--- config.mk ---
export PLATFORM = sky130hd
export DESIGN_NAME = divider_seq_param
export DESIGN_NICKNAME = d
export VERILOG_FILES = /design/src/rtl/divider_seq_param.sv
export SDC_FILE = /design/constraint.sdc
export NUM_CORES = 2
export LEC_CHECK = 0
export ABC_AREA = 1
export BUFFER_PORTS_ARGS = -buffer_cell sky130_fd_sc_hd__buf_2
export CAP_MARGIN = 10
export CORE_MARGIN = 2
export CORE_UTILIZATION = 46
export CTS_BUF_LIST = sky130_fd_sc_hd__clkbuf_8
export CTS_CLUSTER_DIAMETER = 80
export DETAILED_ROUTE_END_ITERATION = 16
export PLACE_DENSITY_LB_ADDON = 0.05
export SLEW_MARGIN = 0
export SYNTH_ARGS = -nofsm -noshare
export SYNTH_HDL_FRONTEND = slang
export SYNTH_SLANG_ARGS = --single-unit
--- constraint.sdc ---
create_clock -name clk -period 9.4 [get_ports clk]
set_input_delay 0.47 -clock clk [delete_from_list [all_inputs] [get_ports clk]]
set_output_delay 0.47 -clock clk [all_outputs]
set_load 0.05 [all_outputs]
--- src/rtl/divider_seq_param.sv ---
// Multi-cycle restoring divider (one quotient bit per cycle) with signed/unsigned,
// word mode, RISC-V divide-by-zero/overflow results, flush and a valid/ready handshake.
module divider_seq_param #(
  parameter int XLEN  = 64,
  parameter int CNT_W = $clog2(XLEN) + 1
) (
  input  logic            clk,
  input  logic            rst,
  input  logic            req_valid_i,
  output logic            req_ready_o,
  input  logic [XLEN-1:0] op_1_i,
  input  logic [XLEN-1:0] op_2_i,
  input  logic            signed_i,
  input  logic            word_i,
  input  logic            flush_i,
  input  logic            block_i,
  output logic            resp_valid_o,
  input  logic            resp_ready_i,
  output logic [XLEN-1:0] quotient_o,
  output logic [XLEN-1:0] remainder_o
);

  localparam int HALF = XLEN / 2;

  typedef enum logic [2:0] {IDLE, PREP, CALC, FIX, DONE} state_e;

  state_e             state_q;
  logic [XLEN-1:0]    op1_q, op2_q;
  logic               signed_q, word_q;
  logic [XLEN-1:0]    rem_q, quo_q, div_q;
  logic [CNT_W-1:0]   cnt_q;
  logic               q_neg_q, r_neg_q;
  logic [XLEN-1:0]    quotient_q, remainder_q;
  logic               resp_valid_q;

  // Word-mode results are sign-extended from bit W-1, unsigned ops included.
  function automatic logic [XLEN-1:0] sext_w(input logic [XLEN-1:0] x, input logic w);
    return w ? {{HALF{x[HALF-1]}}, x[HALF-1:0]} : x;
  endfunction

  // Operand preparation, evaluated on the latched request while in PREP.
  logic [XLEN-1:0] mask, op1_w, op2_w, abs1, abs2, min_w;
  logic            sign1, sign2, div_zero, ovf;

  always_comb begin
    // NOTE: every always_comb output gets a value on every path, otherwise a latch is inferred.
    mask     = word_q ? {{HALF{1'b0}}, {HALF{1'b1}}} : {XLEN{1'b1}};
    op1_w    = op1_q & mask;
    op2_w    = op2_q & mask;
    sign1    = signed_q & (word_q ? op1_q[HALF-1] : op1_q[XLEN-1]);
    sign2    = signed_q & (word_q ? op2_q[HALF-1] : op2_q[XLEN-1]);
    abs1     = sign1 ? ((~op1_w + XLEN'(1)) & mask) : op1_w;
    abs2     = sign2 ? ((~op2_w + XLEN'(1)) & mask) : op2_w;
    min_w    = word_q ? (XLEN'(1) << (HALF - 1)) : (XLEN'(1) << (XLEN - 1));
    div_zero = (op2_w == '0);
    ovf      = signed_q && (op1_w == min_w) && (op2_w == mask);
  end

  // One restoring step. Since rem < divisor, the trial lies in (-2^XLEN, 2^XLEN)
  // and XLEN+1 bits are enough to read its sign.
  logic            quo_msb, q_bit;
  logic [XLEN:0]   shifted, trial;
  logic [XLEN-1:0] rem_d, quo_d;

  always_comb begin
    quo_msb = word_q ? quo_q[HALF-1] : quo_q[XLEN-1];
    shifted = {rem_q, quo_msb};
    trial   = shifted - {1'b0, div_q};
    q_bit   = ~trial[XLEN];
    rem_d   = q_bit ? trial[XLEN-1:0] : shifted[XLEN-1:0];
    quo_d   = {quo_q[XLEN-2:0], q_bit};
  end

  logic [XLEN-1:0] quo_fix, rem_fix;

  always_comb begin
    quo_fix = q_neg_q ? (~quo_q + XLEN'(1)) : quo_q;
    rem_fix = r_neg_q ? (~rem_q + XLEN'(1)) : rem_q;
  end

  // NOTE: sequential state uses non-blocking assignments so every register samples pre-edge values.
  always_ff @(posedge clk) begin
    if (!rst) begin
      state_q      <= IDLE;
      op1_q        <= '0;
      op2_q        <= '0;
      signed_q     <= 1'b0;
      word_q       <= 1'b0;
      rem_q        <= '0;
      quo_q        <= '0;
      div_q        <= '0;
      cnt_q        <= '0;
      q_neg_q      <= 1'b0;
      r_neg_q      <= 1'b0;
      quotient_q   <= '0;
      remainder_q  <= '0;
      resp_valid_q <= 1'b0;
    end else if (flush_i) begin
      state_q      <= IDLE;
      resp_valid_q <= 1'b0;
    end else if (!block_i) begin
      case (state_q)
        IDLE: begin
          if (req_valid_i) begin
            op1_q    <= op_1_i;
            op2_q    <= op_2_i;
            signed_q <= signed_i;
            word_q   <= word_i;
            state_q  <= PREP;
          end
        end
        PREP: begin
          q_neg_q <= sign1 ^ sign2;
          r_neg_q <= sign1;
          rem_q   <= '0;
          quo_q   <= abs1;
          div_q   <= abs2;
          cnt_q   <= word_q ? CNT_W'(HALF) : CNT_W'(XLEN);
          if (div_zero) begin
            quotient_q   <= sext_w(mask, word_q);
            remainder_q  <= sext_w(op1_w, word_q);
            resp_valid_q <= 1'b1;
            state_q      <= DONE;
          end else if (ovf) begin
            quotient_q   <= sext_w(op1_w, word_q);
            remainder_q  <= '0;
            resp_valid_q <= 1'b1;
            state_q      <= DONE;
          end else begin
            state_q <= CALC;
          end
        end
        CALC: begin
          rem_q <= rem_d;
          quo_q <= quo_d;
          cnt_q <= cnt_q - CNT_W'(1);
          if (cnt_q == CNT_W'(1)) state_q <= FIX;
        end
        FIX: begin
          quotient_q   <= sext_w(quo_fix, word_q);
          remainder_q  <= sext_w(rem_fix, word_q);
          resp_valid_q <= 1'b1;
          state_q      <= DONE;
        end
        DONE: begin
          if (resp_ready_i) begin
            resp_valid_q <= 1'b0;
            state_q      <= IDLE;
          end
        end
        default: state_q <= IDLE;
      endcase
    end
  end

  assign req_ready_o  = (state_q == IDLE);
  assign resp_valid_o = resp_valid_q;
  assign quotient_o   = quotient_q;
  assign remainder_o  = remainder_q;

endmodule

# After elaboration in Yosys (flattened, before gate mapping)
# Cells that the tools add are included.
dict set report word_totals {
  elab_cells 94
  input_bits 136
  ff_bits 463
}
dict set report classes {
  bitwise_logic 15
  n_eq_ne 11
  muxes 34
  addsub 6
  n_reduce_logical 14
}
# op count
set ops {}
lappend ops {{$mux W64} 15}
lappend ops {{$pmux W64 S2} 4}
lappend ops {{$add A64 B1 Y64 const B} 4}
lappend ops {{$and A64 B64 Y64} 4}
lappend ops {{$not A64 Y64} 4}
lappend ops {{$eq A64 B64 Y1} 2}
lappend ops {{$sub A65 B64 Y65} 1}
lappend ops {{$logic_not A64 Y1} 1}
lappend ops {{$reduce_and A4 Y1} 4}
lappend ops {{$mux W3} 5}
lappend ops {{$pmux W3 S5} 1}
lappend ops {{$pmux W7 S2} 1}
lappend ops {{$eq A7 B1 Y1 const B} 1}
lappend ops {{$mux W7} 1}
lappend ops {{$sub A7 B1 Y7 const B} 1}
lappend ops {{$eq A3 B2 Y1 const B} 2}
lappend ops {{$mux W1} 6}
lappend ops {{$ne A2 B2 Y1 const B} 3}
lappend ops {{$reduce_and A3 Y1} 2}
lappend ops {{$not A1 Y1} 4}
lappend ops {{$reduce_bool A2 Y1} 2}
lappend ops {{$eq A3 B1 Y1 const B} 1}
lappend ops {{$eq A3 B3 Y1 const B} 1}
lappend ops {{$logic_not A3 Y1} 1}
lappend ops {{other kinds (7)} 9}

# Longest topological paths before layout
dict set report logic_depth {
  depth_word 8
  mapped_depth 23
  ltp_nobuf 21
}

# Least setup slack after synthesis
# Ideal clock, no wire load.
dict set report synth_path {
  path_kind {register to register}
  startpoint {reg word_q}
  endpoint {reg rem_q[13]}
  arrival_ns 2.945
  setup_slack_ns 6.322
  setup_ns 0.132
  path_stages_with_launch 23
  cell_sequence {dfxtp_1 buf_2 buf_1 a21oi_1 ha_1 fa_1 inv_1 nand2_1 nand2_1 nand3_1 nand2_1 nand2_1 nand2_1 nand2_1 nand2_1 nand2_1 nand2_1 nand2_1 nand2_1 clkbuf_1 nand2_1 nand3_1 a21oi_1}
}
dict set report synth_via {
  elab_chain_cells 4
}
# element line_no
set synth_lines {}
lappend synth_lines {{start: declaration} 29} ;# logic signed_q, word_q;
lappend synth_lines {{start signal: assignment} 108} ;# word_q <= word_i;
lappend synth_lines {{$mux W1} 66} ;# quo_msb = word_q ? quo_q[HALF-1] : quo_q[XLEN-1];
lappend synth_lines {{$sub A65 B64 Y65} 68} ;# trial = shifted - {1'b0, div_q};
lappend synth_lines {{$mux W64} 70} ;# rem_d = q_bit ? trial[XLEN-1:0] : shifted[XLEN-1:0];
lappend synth_lines {{$pmux W64 S2} 102} ;# case (state_q)
lappend synth_lines {{end signal: assignment} 134} ;# rem_q <= rem_d;
lappend synth_lines {{end: declaration} 30} ;# logic [XLEN-1:0] rem_q, quo_q, div_q;
# Every way passes these cells.
# A chain may end at the register's enable or synchronous reset.

# Worst setup path in the final report
dict set report layout_path {
  startpoint {reg word_q}
  endpoint {reg rem_q[62]}
}
# The elaborated chain is that of the path after synthesis.

==> impl_metrics.tcl <==
set metrics [dict create \
    status "complete, no violations" \
    synth_ff_type "dfxtp_1" \
    grt_usage_pct 37.9 \
    cts_sinks 463 \
    dp_hpwl_mm 119 \
    grt_pass1_vias 37000 \
    synth_edf_count 0 \
    via_count 41600 \
    grt-busiest-layer "met1" \
    pin_count 266 \
    drv_slew 0 \
    grt_start_max_net_pins 147 \
    insertion_delay_ns 0.72 \
    cp.arrival_ns 5.89 \
    utilization_pct 51.8 \
    cts_buffers 84 \
    cts_tree "done" \
    syn_nets 6433 \
    die_x_um 279 \
    yosys_warnings 0 \
    ys_seq_area_share_pct 26.6 \
    finalNetCount 6580 \
    dieArea_um2 77900 \
    synth.area.top_cells "dfxtp_1, nand2_1, inv_1" \
    worst_pin_slew_ns 1.23 \
    async_reset_ff_share_pct 0 \
    coreArea_um2 74700 \
    first_pass_iters 6 \
    start_util_pct 46.6 \
    cts-root-buf "clkbuf_8" \
    p_per_area_nw_per_um2 137 \
    cp_cell_sequence "buf_4, nor2_1, a21oi_1, ha_1, fa_1, inv_1, nand2_1, nand2_1, nand3_1, nand2_1, nand2_1, nand2_1, nand2_1, nand2_1, nand2_1, nand2_1, nand2_1, nand2_1, nand2_1, nand3_1, a21oi_1" \
    grt_util_met2_pct 54.5 \
    clock_path_buffers 3 \
    critical-path-top-delay-family "simple AND/OR/NAND/NOR gates" \
    skew_ns 0.0549 \
    clock.fmax_mhz 189 \
    timing.max_cap.violations 0 \
    syn_avg_cell_area_um2 5.59 \
    routed_wl_mm 152 \
    min_path_type "in -> reg" \
    final-setup-viol-count 0 \
    path_clk_slew_ns 0.06 \
    drc 0 \
    cts.htree.levels 3 \
    required_ns 10.01 \
    gr-usage-met3_pct 9.61 \
    finalSetupTns_ns 0 \
    cp_common_cell "nand2_1" \
    area_growth_pct 11.0 \
    relSlewSlack_pct 17.7 \
    grt_overflow_total 0 \
    routedWlPerCell_um 20.6 \
    start_kind "flip-flop" \
    grt.met1_usage_pct 55.2 \
    synth_top_area_share_pct 26.6 \
    drive_gt1_share_pct 7.41 \
    synth_top_area_cell "dfxtp_1" \
    ant_nets 0 \
    min_period_ns 5.28 \
    routed_via_density 5.61 \
    crit_buf_inv 2 \
    place_congestion 1.05 \
    ys_seq_elements 463 \
    crit_type "reg -> reg" \
    end_kind "flip-flop" \
    std_cell_rows 100 \
    die_y_um 279 \
    syn_area_um2 34800 \
    drt_iter0_drc 5209 \
    post-route-period-util_pct 56.2 \
    peakVddDrop_mv 0.106 \
    leakage_nw 20.7 \
    ys_types 46 \
    hold_ws_ns 0.0363 \
    grt_antenna_before_repair 14 \
    cp_slowest_cell "nand2_1" \
    syn_inst 6225 \
    grt_pass1_wl_mm 226 \
    critPathMaxFanout 34 \
    rsz0062_at_grt "no" \
    portBuffers 265 \
    cp_slowest_stage_delay_ns 1.04 \
    finalHoldViolCount 0 \
    fillers 8272 \
]
-- layout by cell type, fill, tap and decap left out, types with 3 or more instances in the layout --
cell,synthesis,routed
nand2_1,1901,1900
dlygate4sd3_1,0,27
buf_2,38,264
xor2_1,39,39
nand3_1,495,495
o31ai_1,4,4
buf_4,6,38
nor3_2,3,3
nor4_1,9,9
o22ai_1,14,14
a221oi_1,5,5
dfxtp_1,463,461
inv_2,14,13
o21ai_0,390,390
and2_1,3,3
inv_1,886,913
o21ai_1,24,24
nor2_1,700,694
o221ai_1,8,8
o211ai_1,8,8
a31oi_1,12,12
o21bai_1,4,4
nand4_1,210,210
nor3_1,63,62
diode_2,0,3
clkbuf_8,0,106
a21oi_1,524,524
or2_2,13,13
nand3b_1,33,33
ha_1,71,71
clkinvlp_4,0,3
o32ai_1,3,3
nor2_4,0,6
xnor2_1,25,25
nor2_2,5,5
and3_1,6,6
clkinv_2,0,11
-- tightest hold or removal path, delay by kind of cell --
family                 cells  cell delay [ns]
AO/OA/AOI/OAI              2             0.17
buffers and inverters      1             0.07
-- routing by layer --
layer  wire, um  part of all wire, %
met1      68700                   45
met2      61600                   40
met3      17800                   12
met4       4220                  2.8
met5         20                0.013
-- synthesized netlist by cell type (38+ instances only) --
master	count
nand2_1	1901
inv_1	886
nor2_1	700
a21oi_1	524
nand3_1	495
dfxtp_1	463
o21ai_0	390
nand4_1	210
clkbuf_1	199
ha_1	71
nor3_1	63
xor2_1	39
buf_2	38
-- worst paths after layout --
path / start / end / slack (ns) / cells past startpoint
min: op_1_i[11] / op1_q[11] / 0.04 / 3
min reg2reg: div_q[63] / div_q[63] / 0.46 / 2
max reg2reg: word_q / rem_q[62] / 4.12 / 21
max: word_q / rem_q[62] / 4.12 / 21
-- where the power goes --
group / switching [mW] / internal (mW)
sequential: 0.0607 / 2.01
clock: 0.927 / 1.04
combinational: 0.908 / 0.344
total: 1.90 / 3.39
-- flip-flops by register name, summed over array words and instances (netlist names) --
name	flops
op2_q	64
quotient_o	64
remainder_o	64
div_q	64
r_neg_q	1
rem_q	64
resp_valid_o	1
word_q	1
q_neg_q	1
cnt_q	7
op1_q	64
quo_q	64
signed_q	1
state_q	3
-- per-stage QoR --
stage	worst slack [ns]	area [um2]	cells	power, mW
floorplan	6.32	34800	6225	2.89
global placement	4.32	36700	7227	3.31
detailed placement	4.12	36700	7227	3.31
CTS	4.06	38600	7404	5.27
global route	3.62	38700	7407	5.51
finish	4.12	38700	7408	5.29
-- layout make-up --
type / count / area, um2 / area share (%)
clock inverter: 45 / 250 / 0.647
timing repair buffer: 331 / 1920 / 4.96
sequential: 463 / 9270 / 24.0
clock buffer: 105 / 1450 / 3.74
antenna: 3 / 7.51 / 0.0194
multi-input combinational: 4588 / 21100 / 54.7
inverter: 904 / 3400 / 8.80
tap: 969 / 1210 / 3.14
-- cell families after synthesis --
family	after synthesis	synth area share, %
adder cells (fa/ha/maj)	72	2.61
AND/OR/NAND/NOR	3446	41.4
AO/OA/AOI/OAI	1006	14.9
XOR/XNOR	64	1.61
buffers and inverters	1174	12.9
flip-flops	463	26.6
-- what timing repair did --
item                      in CTS  in global routing
resized for setup              0                  0
hold buffers                  27                  0
hold endpoints to repair      27                  0
buffers inserted               0                  0
Power figures use the tool's default switching activity.
